===== src/rtl/dynamic_ca_rule_extractor.sv =====
// rtl/dynamic_ca_rule_extractor.sv - learns an elementary CA rule from a stream of generations
// Optional next-generation prediction outputs are built when CA_EXTRACT_PREDICT_EN is defined.
module dynamic_ca_rule_extractor #(
    parameter int Width = 16
) (
    input  logic                     clk,
    input  logic                     rst,
    input  logic                     ce,
    input  logic                     clear,
    input  logic                     in_valid,
    input  logic [Width-1:0]         in_state,
    output logic                     in_ready,
    output logic [7:0]               rule,
    output logic [7:0]               known,
    output logic                     done,
    output logic                     conflict,
    output logic [$clog2(Width)-1:0] conflict_cell,
    output logic [15:0]              pairs
`ifdef CA_EXTRACT_PREDICT_EN
    ,
    output logic [Width-1:0]         predict,
    output logic                     predict_valid
`endif
);
    localparam int IW = $clog2(Width);

    typedef enum logic [1:0] {EMPTY, READY, SCAN, HALT} state_t;

    state_t          state;
    logic [Width-1:0] prev;
    logic [Width-1:0] cur;
    logic [IW-1:0]    idx;

    // Right neighbour wraps around; cell 0 borrows itself as its left neighbour.
    function automatic logic [2:0] nbhd(input logic [Width-1:0] g, input int i);
        int right;
        int left;
        right = (i == Width - 1) ? 0 : i + 1;
        left  = (i == 0) ? 0 : i - 1;
        return {g[right], g[i], g[left]};
    endfunction

    logic [2:0] n;
    logic       b;
    logic       mismatch;
    logic       last_cell;

    always_comb begin
        n         = nbhd(prev, int'(idx));
        b         = cur[idx];
        mismatch  = known[n] && (rule[n] != b);
        last_cell = (idx == IW'(Width - 1));
    end

    assign in_ready = ce && !rst && ((state == EMPTY) || (state == READY));
    assign done     = &known;

`ifdef CA_EXTRACT_PREDICT_EN
    for (genvar gi = 0; gi < Width; gi++) begin : g_pred
        assign predict[gi] = rule[nbhd(prev, gi)];
    end
    assign predict_valid = done && (state == READY);
`endif

    always_ff @(posedge clk or posedge rst) begin
        if (rst) begin
            state         <= EMPTY;
            rule          <= '0;
            known         <= '0;
            conflict      <= 1'b0;
            conflict_cell <= '0;
            pairs         <= '0;
            prev          <= '0;
            cur           <= '0;
            idx           <= '0;
        end else if (ce) begin
            if (clear) begin
                state         <= EMPTY;
                rule          <= '0;
                known         <= '0;
                conflict      <= 1'b0;
                conflict_cell <= '0;
                pairs         <= '0;
                idx           <= '0;
            end else begin
                case (state)
                    EMPTY: begin
                        if (in_valid) begin
                            prev  <= in_state;
                            state <= READY;
                        end
                    end
                    READY: begin
                        if (in_valid) begin
                            cur   <= in_state;
                            idx   <= '0;
                            state <= SCAN;
                        end
                    end
                    SCAN: begin
                        if (mismatch) begin
                            conflict      <= 1'b1;
                            conflict_cell <= idx;
                            state         <= HALT;
                        end else begin
                            rule[n]  <= b;
                            known[n] <= 1'b1;
                            if (last_cell) begin
                                prev  <= cur;
                                state <= READY;
                                if (pairs != 16'hFFFF) pairs <= pairs + 16'd1;
                            end else begin
                                idx <= idx + IW'(1);
                            end
                        end
                    end
                    default: state <= HALT;
                endcase
            end
        end
    end
endmodule

===== config.mk =====
export PLATFORM = sky130hd
export DESIGN_NAME = dynamic_ca_rule_extractor
export DESIGN_NICKNAME = d
export VERILOG_FILES = /design/src/rtl/dynamic_ca_rule_extractor.sv
export SDC_FILE = /design/constraint.sdc
export NUM_CORES = 1
export LEC_CHECK = 0
export ABC_CLOCK_PERIOD_IN_PS = 5900
export CORE_ASPECT_RATIO = 0.9
export CORE_UTILIZATION = 50
export DETAILED_ROUTE_END_ITERATION = 16
export HOLD_SLACK_MARGIN = 0.15
export PLACE_DENSITY = 0.73
export RECOVER_POWER = 50
export SKIP_LAST_GASP = 1
export SLEW_MARGIN = 30
export SYNTH_ARGS = -nofsm -noshare
export SYNTH_HDL_FRONTEND = slang
export SYNTH_SLANG_ARGS = --single-unit

===== constraint.sdc =====
create_clock -name clk -period 5.9 [get_ports clk]
set_clock_uncertainty 0.05 [all_clocks]
set_input_delay 0.885 -clock clk [delete_from_list [all_inputs] [get_ports clk]]
set_output_delay 0.885 -clock clk [all_outputs]
set_load 0.02 [all_outputs]

## After elaboration in Yosys (flattened, before gate mapping)

Cells that the tools add are included.
Widths: inputs -> output; s select.

- Logic and storage cells: 109
- Input bits: 21
- Output and inout port bits: 39
- Bits in registers: 75

- Bitwise logic cells: 2
- Equal/unequal tests: 15
- Add/subtract/negate cells: 4
- Order comparisons: 6
- Reductions and logical operators: 22
- Muxes and demuxes: 51

Operator list:

| operator | count |
|---|---|
| $mux 16 | 8 |
| $mux 8 | 6 |
| $lt 32x6->1 const B | 1 |
| $mux 32 | 1 |
| $pmux 16 s2 | 1 |
| $mux 4 | 7 |
| $add 16x1->16 const B | 1 |
| $bmux 1 s4 | 4 |
| $ne 16x16->1 const B | 1 |
| $mux 1 | 12 |
| $ne 3x3->1 const B | 4 |
| $lt 4x5->1 const B | 2 |
| $mux 2 | 5 |
| $reduce_and 5->1 | 2 |
| $reduce_bool 2->1 | 5 |
| $bwmux 8 | 1 |
| $ne 2x2->1 const B | 4 |
| $or 8x8->8 | 1 |
| $pmux 4 s2 | 1 |
| $reduce_and 4->1 | 2 |
| $reduce_and 8->1 | 1 |
| $bmux 1 s3 | 2 |
| $pmux 2 s3 | 1 |
| $reduce_and 3->1 | 2 |
| other kinds (22) | 25 |

## Depth between registers and ports, before layout

Gate-level depths: netlist of the first run.

- Word-level depth: 13
- Gate-level depth with buffers: 15
- Depth with buffers taken out: 12

## Worst setup path before layout of the first run

Ideal clock, no wire load.

- Kind: register -> register
- Start: register idx[0]
- End: register prev[0]
- Clock period less this slack: 3.954 ns
- Library setup time: 0.125 ns
- Cell stages (with the launch flop): 16
- Path slack: 1.946 ns
- Arrival time: 3.779 ns
- Path through: dfrtp_1 -> buf_4 -> inv_1 -> ha_1 -> or2_2 -> or3_1 -> o2111a_1 -> nor3_1 -> or2_1 -> clkbuf_1 -> mux2i_1 -> a2bb2oi_2 -> nand2_4 -> a32oi_4 -> buf_8 -> mux2_4

- Cells in the longest elaborated chain, start to end: 11
- Elaborated cells between the ends (all ways): 26
- Classes of those cells: 2 x add/sub; 5 x eq/ne; 16 x mux; 3 x reduce/logical

Ends and longest elaborated chain:

| what | RTL line | text |
|---|---|---|
| start, declared | 32 | `logic [IW-1:0] idx;` |
| start signal, assigned | 113 | `idx <= idx + IW'(1);` |
| $sub 4x1->5, or another cell as far along | 39 | `left = (i == 0) ? 0 : i - 1;` |
| $mux 32 / $mux 5 (equally long branches) | 39, 38 |  |
| $bmux 1 s4 | 40 | `return {g[right], g[i], g[left]};` |
| $mux 1 (implied by the code) (2 in series) | 40 |  |
| $bmux 1 s3 | 51 | `mismatch = known[n] && (rule[n] != b);` |
| $mux 1 (implied by the code) | 51 |  |
| $ne 1x1->1 | 51 |  |
| $logic_and 1x1->1 | 51 |  |
| $ne 2x2->1 (no line) | - |  |
| $reduce_and 6->1 (no line) (*) | - |  |
| end signal, assigned | 89 | `prev <= in_state;` |
| end signal, assigned | 109 | `prev <= cur;` |
| end, declared | 30 | `logic [Width-1:0] prev;` |

Mark *: on every way between the ends. The rest lies on a longest branch, timed or not. The select of a mux whose other input is x is not followed.
A chain may end at the register's enable or synchronous reset.

## Worst setup path after layout of the first run

- Start: register idx[1]
- End: register prev[14]

Same word-level chain as after synthesis.

==> reports/qor.csv, run 1 <==
stage,metric,value,unit
final_layout,layout cell share with drive strength beyond 1,13.15,%
route,routed wire length,11.85,mm
critical_path,critical path class,reg -> reg,
clock_network,clk buf depth,2,
route,DRC Markers,0,
route,via-per-instance ratio,6.136,
placement,pre-CTS setup slack,1.146,ns
synthesis,sequential area share after synthesis,39.25,%
final_layout,"Cell Count, Final, Fillers Out",662,
clock_network,Post-CTS Setup Inserts,0,
clock_network,worst-skew pair later-pin latency,0.36,ns
route,Top Layer Used,met4,
synthesis,Post-Syn Area per Cell,9.680,um2
critical_path,WP data arrival,5.01,ns
sta,Final setup viols,0,
clock_network,CTS Buf Count,9,
sta,RSZ-0062 raised after global routing,false,
sta,Final TNS setup,0,ns
global_routing,total gr overflow,0,
synthesis,library cells used by synthesis,77,
final_layout,Final Instance Area,5590,um2
sta,Final Hold Vio Count,0,
final_layout,area grow syn2layout,16.90,%
critical_path,CP max FO,21,
synthesis,Mapped Cells,494,
die,Die Y,94.78,um
route,met3 routed WL,598,um
sta,Slew @ Worst Pin,3.530,ns
global_routing,gr usage total,25.29,%
synthesis,top_reg_cell synth,dfrtp_1,
route,TritonRoute pass-1 iters,5,
die,row cnt,33,
placement,dpl hpwl,8.343,mm
die,starting density of the core,51.94,%
synthesis,"FFs w/ async S/R, synth",100.0,%
global_routing,largest net degree at the start of global routing,76,
power,VDD IR-drop max,0.0002190,V
route,WL/cell,17.90,um
global_routing,vias in the first global route,3848,
final_layout,most frequent cells in the layout,"75 x nand2_1, 75 x dfrtp_1, 39 x clkdlybuf4s50_1",
placement,Placed Instances,647,
clock_network,root buffer cell,clkbuf_8,
critical_path,crit-path max cell delay,0.71,ns
placement,IO Port Bufs,59,
critical_path,Worst Path Buf+Inv,1,
route,met2 WL,5.513,mm
run,Max Cap Violations,1,
clock_network,clock tree from TritonCTS,built,
critical_path,CP max-delay cell,dfrtp_1,
power,Power Density,413.2,nW/um2
critical_path,Crit. End Element,register,
sta,worst hold margin,0.4401,ns
critical_path,CP top delay family,simple AND/OR/NAND/NOR gates,
placement,placed inst area,5395,um2
synthesis,number of flops mapped to enable cells by yosys,0,
synthesis,Seq cells post-synth,75,
die,Die W,105.1,um
clock_network,CTS Sinks,75,
sta,Tmin final,4.818,ns
placement,Placer Congestion,0.8723,
synthesis,area of the mapped netlist,4782,um2
route,WL met1,5.469,mm
sta,worst setup margin,1.082,ns
global_routing,first-pass GRT wire length,19.67,mm
status,outcome,"complete, but fails checks",
status,failing checks,"max-capacitance violations, max-slew violations",
die,Die ar.,9959,um2
sta,Final Max Slew Viols,76,
critical_path,CP Data Required Time,6.10,ns
clock_network,cts hold-fix bufs,0,
die,io pins,60,
route,number of vias in the routed layout,4062,
die,core area,9208,um2
sta,final worst-path cycle share,81.65,%
synthesis,Synth Net Count,518,
min_path,Min-Delay Path Class,reg -> reg,
clock_network,Resized cells post-CTS,0,
final_layout,fin nets,560,
critical_path,ordered cell list for the critical path,inv_1 -> ha_1 -> or2_2 -> or3_1 -> o2111a_1 -> nor3_1 -> or2_1 -> mux2i_1 -> a2bb2oi_2 -> nand2_4 -> a32oi_4 -> mux2_2,
critical_path,CP Launch Type,register,
final_layout,antenna diode count,0,
clock_network,Max H-tree Level,3,
power,P_leak,2.429,nW
route,Iter 0 DRT Violations,244,
global_routing,initial antenna violation count,0,
synthesis,synth warn,0,
route,Routed Antenna Nets,0,
clock_network,clock slew at reported path FFs,0.08,ns
sta,slew margin rel.,-135.3,%
sta,Max Fclk,207.6,MHz
-- synthesized netlist by cell type (all sizes together) (5+ instances only) --
| master | instances | share of area [%] |
|---|---|---|
| o21a | 7 | 1.1 |
| inv | 16 | 1.3 |
| buf | 12 | 1.8 |
| nor2 | 34 | 2.7 |
| a21oi | 14 | 1.5 |
| nor3 | 5 | 0.52 |
| nand3 | 12 | 1.3 |
| nand4 | 10 | 1.3 |
| a32oi | 5 | 1.7 |
| o211ai | 11 | 1.8 |
| mux2i | 21 | 4.7 |
| clkbuf | 20 | 1.6 |
| o21ai | 23 | 2.4 |
| nand2 | 77 | 6.3 |
| mux4 | 8 | 3.8 |
| nor3b | 5 | 0.89 |
| mux2 | 34 | 8.9 |
| dfrtp | 75 | 39 |
| and3 | 11 | 1.4 |
| a211o | 5 | 0.92 |
| or3 | 6 | 0.79 |
| a31oi | 7 | 0.92 |
| nor2b | 5 | 0.65 |
| and2 | 5 | 0.65 |
| nand2b | 7 | 0.92 |
-- layout make-up --
cell class | instances | area (um2)
sequential | 75 | 1877
inverter | 16 | 60.06
clock inverter | 4 | 51.30
timing repair buffer | 63 | 623.1
multi-input combinational | 371 | 2685
tap | 122 | 152.6
clock buffer | 11 | 141.4
fill | 783 | 3617
-- power by group --
part / total, mW / internal [mW] / switching, mW
Clock: 0.399 / 0.205 / 0.194
Combinational: 1.08 / 0.480 / 0.598
Sequential: 0.833 / 0.674 / 0.159
Total: 2.31 / 1.36 / 0.951
-- cells by family after synthesis --
logic type                 synth area share (%)
buffers and inverters                     4.605
muxes                                     17.45
xor gates and xnor gates                 0.3664
DFF                                       39.25
adders and majority gates                0.7850
and+or+nand+nor                           19.05
AOI/OAI and AO/OA                         18.50
-- flip-flops by register name, indices dropped and copies added (netlist names) --
| register | flops |
|---|---|
| conflict_cell | 4 |
| cur | 16 |
| state | 2 |
| rule | 8 |
| idx | 4 |
| pairs | 16 |
| prev | 16 |
| conflict | 1 |
| known | 8 |
-- worst reg2reg max path, cell delays in order, from the launching register on --
cell	delay (ns)
dfrtp_1	0.71
inv_1	0.17
ha_1	0.29
or2_2	0.37
or3_1	0.32
o2111a_1	0.14
nor3_1	0.35
or2_1	0.29
mux2i_1	0.28
a2bb2oi_2	0.37
nand2_4	0.24
a32oi_4	0.71
mux2_2	0.42
-- per-stage QoR --
stage	power, mW	utilization [%]
global route	2.456	60.71
finish	2.310	60.71
floorplan	1.622	-
detailed placement	1.919	58.59
global placement	1.889	58.59
CTS	2.330	60.69
-- metal layers --
metal  up-vias  track usage [%]
met5         -                0
met4         0            10.21
met3        23            4.141
met2       152            40.73
met1      1979            34.29
li1       1908                -
-- final timing paths --
kind	from	endpoint	slack (ns)	depth (start not counted)
max	idx[1]$_DFFE_PP0P_	prev[14]$_DFFE_PP0P_	1.08	12
min	conflict_cell[3]$_DFFE_PP0P_	conflict_cell[3]$_DFFE_PP0P_	0.44	1
max reg2reg	idx[1]$_DFFE_PP0P_	prev[14]$_DFFE_PP0P_	1.08	12
min reg2reg	conflict_cell[3]$_DFFE_PP0P_	conflict_cell[3]$_DFFE_PP0P_	0.44	1
max in group asynchronous	rst	pairs[5]$_DFFE_PP0P_	1.29	3
min in group asynchronous	rst	pairs[10]$_DFFE_PP0P_	2.48	3
No activity file was read; power rests on OpenSTA's default activity.
==> run 2: changes to the inputs <==
--- a/config.mk
+++ b/config.mk
@@ -5,7 +5,7 @@
 export SDC_FILE = /design/constraint.sdc
 export NUM_CORES = 1
 export LEC_CHECK = 0
-export ABC_CLOCK_PERIOD_IN_PS = 5900
+export ABC_CLOCK_PERIOD_IN_PS = 4500
 export CORE_ASPECT_RATIO = 0.9
 export CORE_UTILIZATION = 50
 export DETAILED_ROUTE_END_ITERATION = 16
==> constraint.sdc (replaced) <==
create_clock -name clk -period 4.5 [get_ports clk]
set_clock_uncertainty 0.05 [all_clocks]
set_input_delay 0.675 -clock clk [delete_from_list [all_inputs] [get_ports clk]]
set_output_delay 0.675 -clock clk [all_outputs]
set_load 0.02 [all_outputs]
==> reports/qor.csv, run 2 (synthesis gave the netlist of run 1 again) <==
stage,metric,value,unit
critical_path,reg2reg setup slack,0.38,ns
sta,final worst-path cycle share,91.50,%
clock_network,CTS Buf Count,9,
min_path,Min-Delay Path Class,reg -> reg,
clock_network,Post-CTS Setup Inserts,0,
status,failing checks,"max-capacitance violations, max-slew violations",
power,Clk network pwr share,16.1,%
critical_path,CP top delay family,compound AO/OA/AOI/OAI gates,
power,Pint,1.755,mW
min_path,Hold Crit Start,pairs[11]$_DFFE_PP0P_,
clock_network,cts hold-fix bufs,0,
critical_path,CP max FO,16,
power,Switch Pwr,1.278,mW
global_routing,total gr overflow,0,
power,Net Sw Frac,42.14,%
critical_path,Levels on crit path,13,
critical_path,critical path class,reg -> reg,
critical_path,Reg2Reg Depth,13,
min_path,hold-critical path endpoint,pairs[11]$_DFFE_PP0P_,
sta,slew margin rel.,-26.09,%
min_path,hold path depth,1,
final_layout,area grow syn2layout,17.32,%
power,part of the power in registers,36.0,%
placement,Placer Congestion,1.005,
sta,Final Max Slew Viols,76,
sta,RSZ-0062 raised after global routing,false,
route,via-per-instance ratio,6.141,
power,P_leak,2.438,nW
critical_path,reg2reg start,idx[0]$_DFFE_PP0P_,
die,core area,9208,um2
critical_path,CP Data Required Time,4.69,ns
final_layout,"commonest non-fill, non-tap cell in the layout",nand2_1,
sta,Max Fclk,242.9,MHz
route,routed wire length,11.95,mm
route,Iter 0 DRT Violations,229,
clock_network,clock tree from TritonCTS,built,
critical_path,"most used cell, CP",a32oi_4,
global_routing,vias in the first global route,3990,
route,WL/cell,17.89,um
clock_network,root buffer cell,clkbuf_8,
route,Routed Antenna Nets,0,
critical_path,WP data arrival,4.31,ns
die,Die Y,94.78,um
power,Comb pwr share,47.8,%
critical_path,ordered cell list for the critical path,inv_1 -> ha_1 -> nor3b_2 -> o21ai_0 -> a221o_1 -> and3_1 -> or2_1 -> a211o_1 -> a32oi_4 -> nand2_4 -> a32oi_4 -> buf_4 -> mux2_2,
sta,Tmin final,4.117,ns
power,total power draw,3.033,mW
power,Power Density,540.6,nW/um2
clock_network,worst-skew pair later-pin latency,0.36,ns
clock_network,clk buf depth,2,
die,starting density of the core,51.94,%
critical_path,Crit. End Element,register,
final_layout,antenna diode count,0,
route,number of vias in the routed layout,4102,
global_routing,largest net degree at the start of global routing,76,
clock_network,Resized cells post-CTS,0,
route,DRC Markers,0,
status,outcome,"complete, but fails checks",
critical_path,CP max-delay cell,dfrtp_1,
sta,Final setup viols,0,
power,VDD IR-drop max,0.0002904,V
final_layout,top flop regs,"cur: 16 flops, pairs: 16 flops, prev: 16 flops",
critical_path,Worst Path Buf+Inv,2,
placement,dpl hpwl,8.250,mm
sta,Final Hold Vio Count,0,
clock_network,CTS Sinks,75,
die,row cnt,33,
run,Max Cap Violations,1,
die,Die W,105.1,um
critical_path,Worst R2R End,prev[9]$_DFFE_PP0P_,
sta,Final TNS setup,0,ns
critical_path,crit-path max cell delay,0.41,ns
final_layout,most frequent cells in the layout,"75 x nand2_1, 74 x dfrtp_1, 39 x clkdlybuf4s50_1",
global_routing,initial antenna violation count,0,
global_routing,first-pass GRT wire length,20.43,mm
placement,IO Port Bufs,59,
critical_path,CP Launch Type,register,
global_routing,gr usage total,25.97,%
clock_network,clock slew at reported path FFs,0.08,ns
die,io pins,60,
final_layout,fin nets,565,
clock_network,Max H-tree Level,3,
route,TritonRoute pass-1 iters,5,
sta,Slew @ Worst Pin,1.891,ns
die,Die ar.,9959,um2
final_layout,layout cell share with drive strength beyond 1,14.65,%
## run 2: changes by cell type in the layout (fill, tap and decap cells not counted)
cell,change
buf_4,+5
dfrtp_2,+1
dfrtp_1,-1
clkinvlp_4,+2
clkbuf_2,+1
clkdlybuf4s25_1,-1
clkinv_2,+1
clkbuf_1,-1
bufinv_16,-1
## run 2: through the flow
stage	utilization (%)	area (um2)	hold WS, ns	cells	setup WS [ns]
CTS	60.95	5612	0.4731	668	0.2274
global route	60.93	5610	0.4902	668	0.08487
finish	60.93	5610	0.4643	668	0.3827
floorplan	-	4782	0.4364	494	0.5462
global placement	59.00	5433	0.4361	652	0.4001
detailed placement	59.00	5433	0.4513	652	0.2381
## run 2: power by group through the flow
stage	clock network, mW	registers (mW)	logic [mW]
after floorplan	0	1.10	1.03
after global placement	0	1.09	1.42
after detailed placement	0	1.10	1.46
after CTS	0.501	1.09	1.46
after global routing	0.520	1.12	1.60
final	0.489	1.09	1.45
## run 2: how the worst max path moves through the flow
stage / from / end / slack [ns]
floorplan: idx[0]$_DFFE_PP0P_ / prev[0]$_DFFE_PP0P_ / 0.55
global placement: idx[1]$_DFFE_PP0P_ / prev[11]$_DFFE_PP0P_ / 0.40
detailed placement: idx[1]$_DFFE_PP0P_ / prev[9]$_DFFE_PP0P_ / 0.24
CTS: idx[1]$_DFFE_PP0P_ / prev[9]$_DFFE_PP0P_ / 0.23
global route: idx[0]$_DFFE_PP0P_ / prev[9]$_DFFE_PP0P_ / 0.08
finish: idx[0]$_DFFE_PP0P_ / prev[9]$_DFFE_PP0P_ / 0.38
## run 2: layout make-up
cell class	count	area [um2]
fill	806	3597
multi-input combinational	371	2685
sequential	75	1878
timing repair buffer	68	655.6
tap	122	152.6
clock buffer	10	137.6
inverter	16	60.06
clock inverter	6	41.29
## run 2: worst reg2reg max path, cell delays in order (launching register included)
cell     delay, ns
dfrtp_1       0.41
inv_1         0.25
ha_1          0.32
nor3b_2       0.32
o21ai_0       0.12
a221o_1       0.32
and3_1        0.18
or2_1         0.33
a211o_1       0.33
a32oi_4       0.38
nand2_4       0.09
a32oi_4       0.19
buf_4         0.31
mux2_2        0.38
## run 2: per-layer routing
layer  part of all wire (%)  routed length, um  vias to the layer above  global-route usage (%)
met5                      0                  0                        -                       0
met4                    1.7                205                        0                   9.624
met3                    5.2                625                       23                   4.693
met2                     46               5497                      169                   40.34
met1                     47               5623                     1992                   36.42
li1                       -                  -                     1918                       -
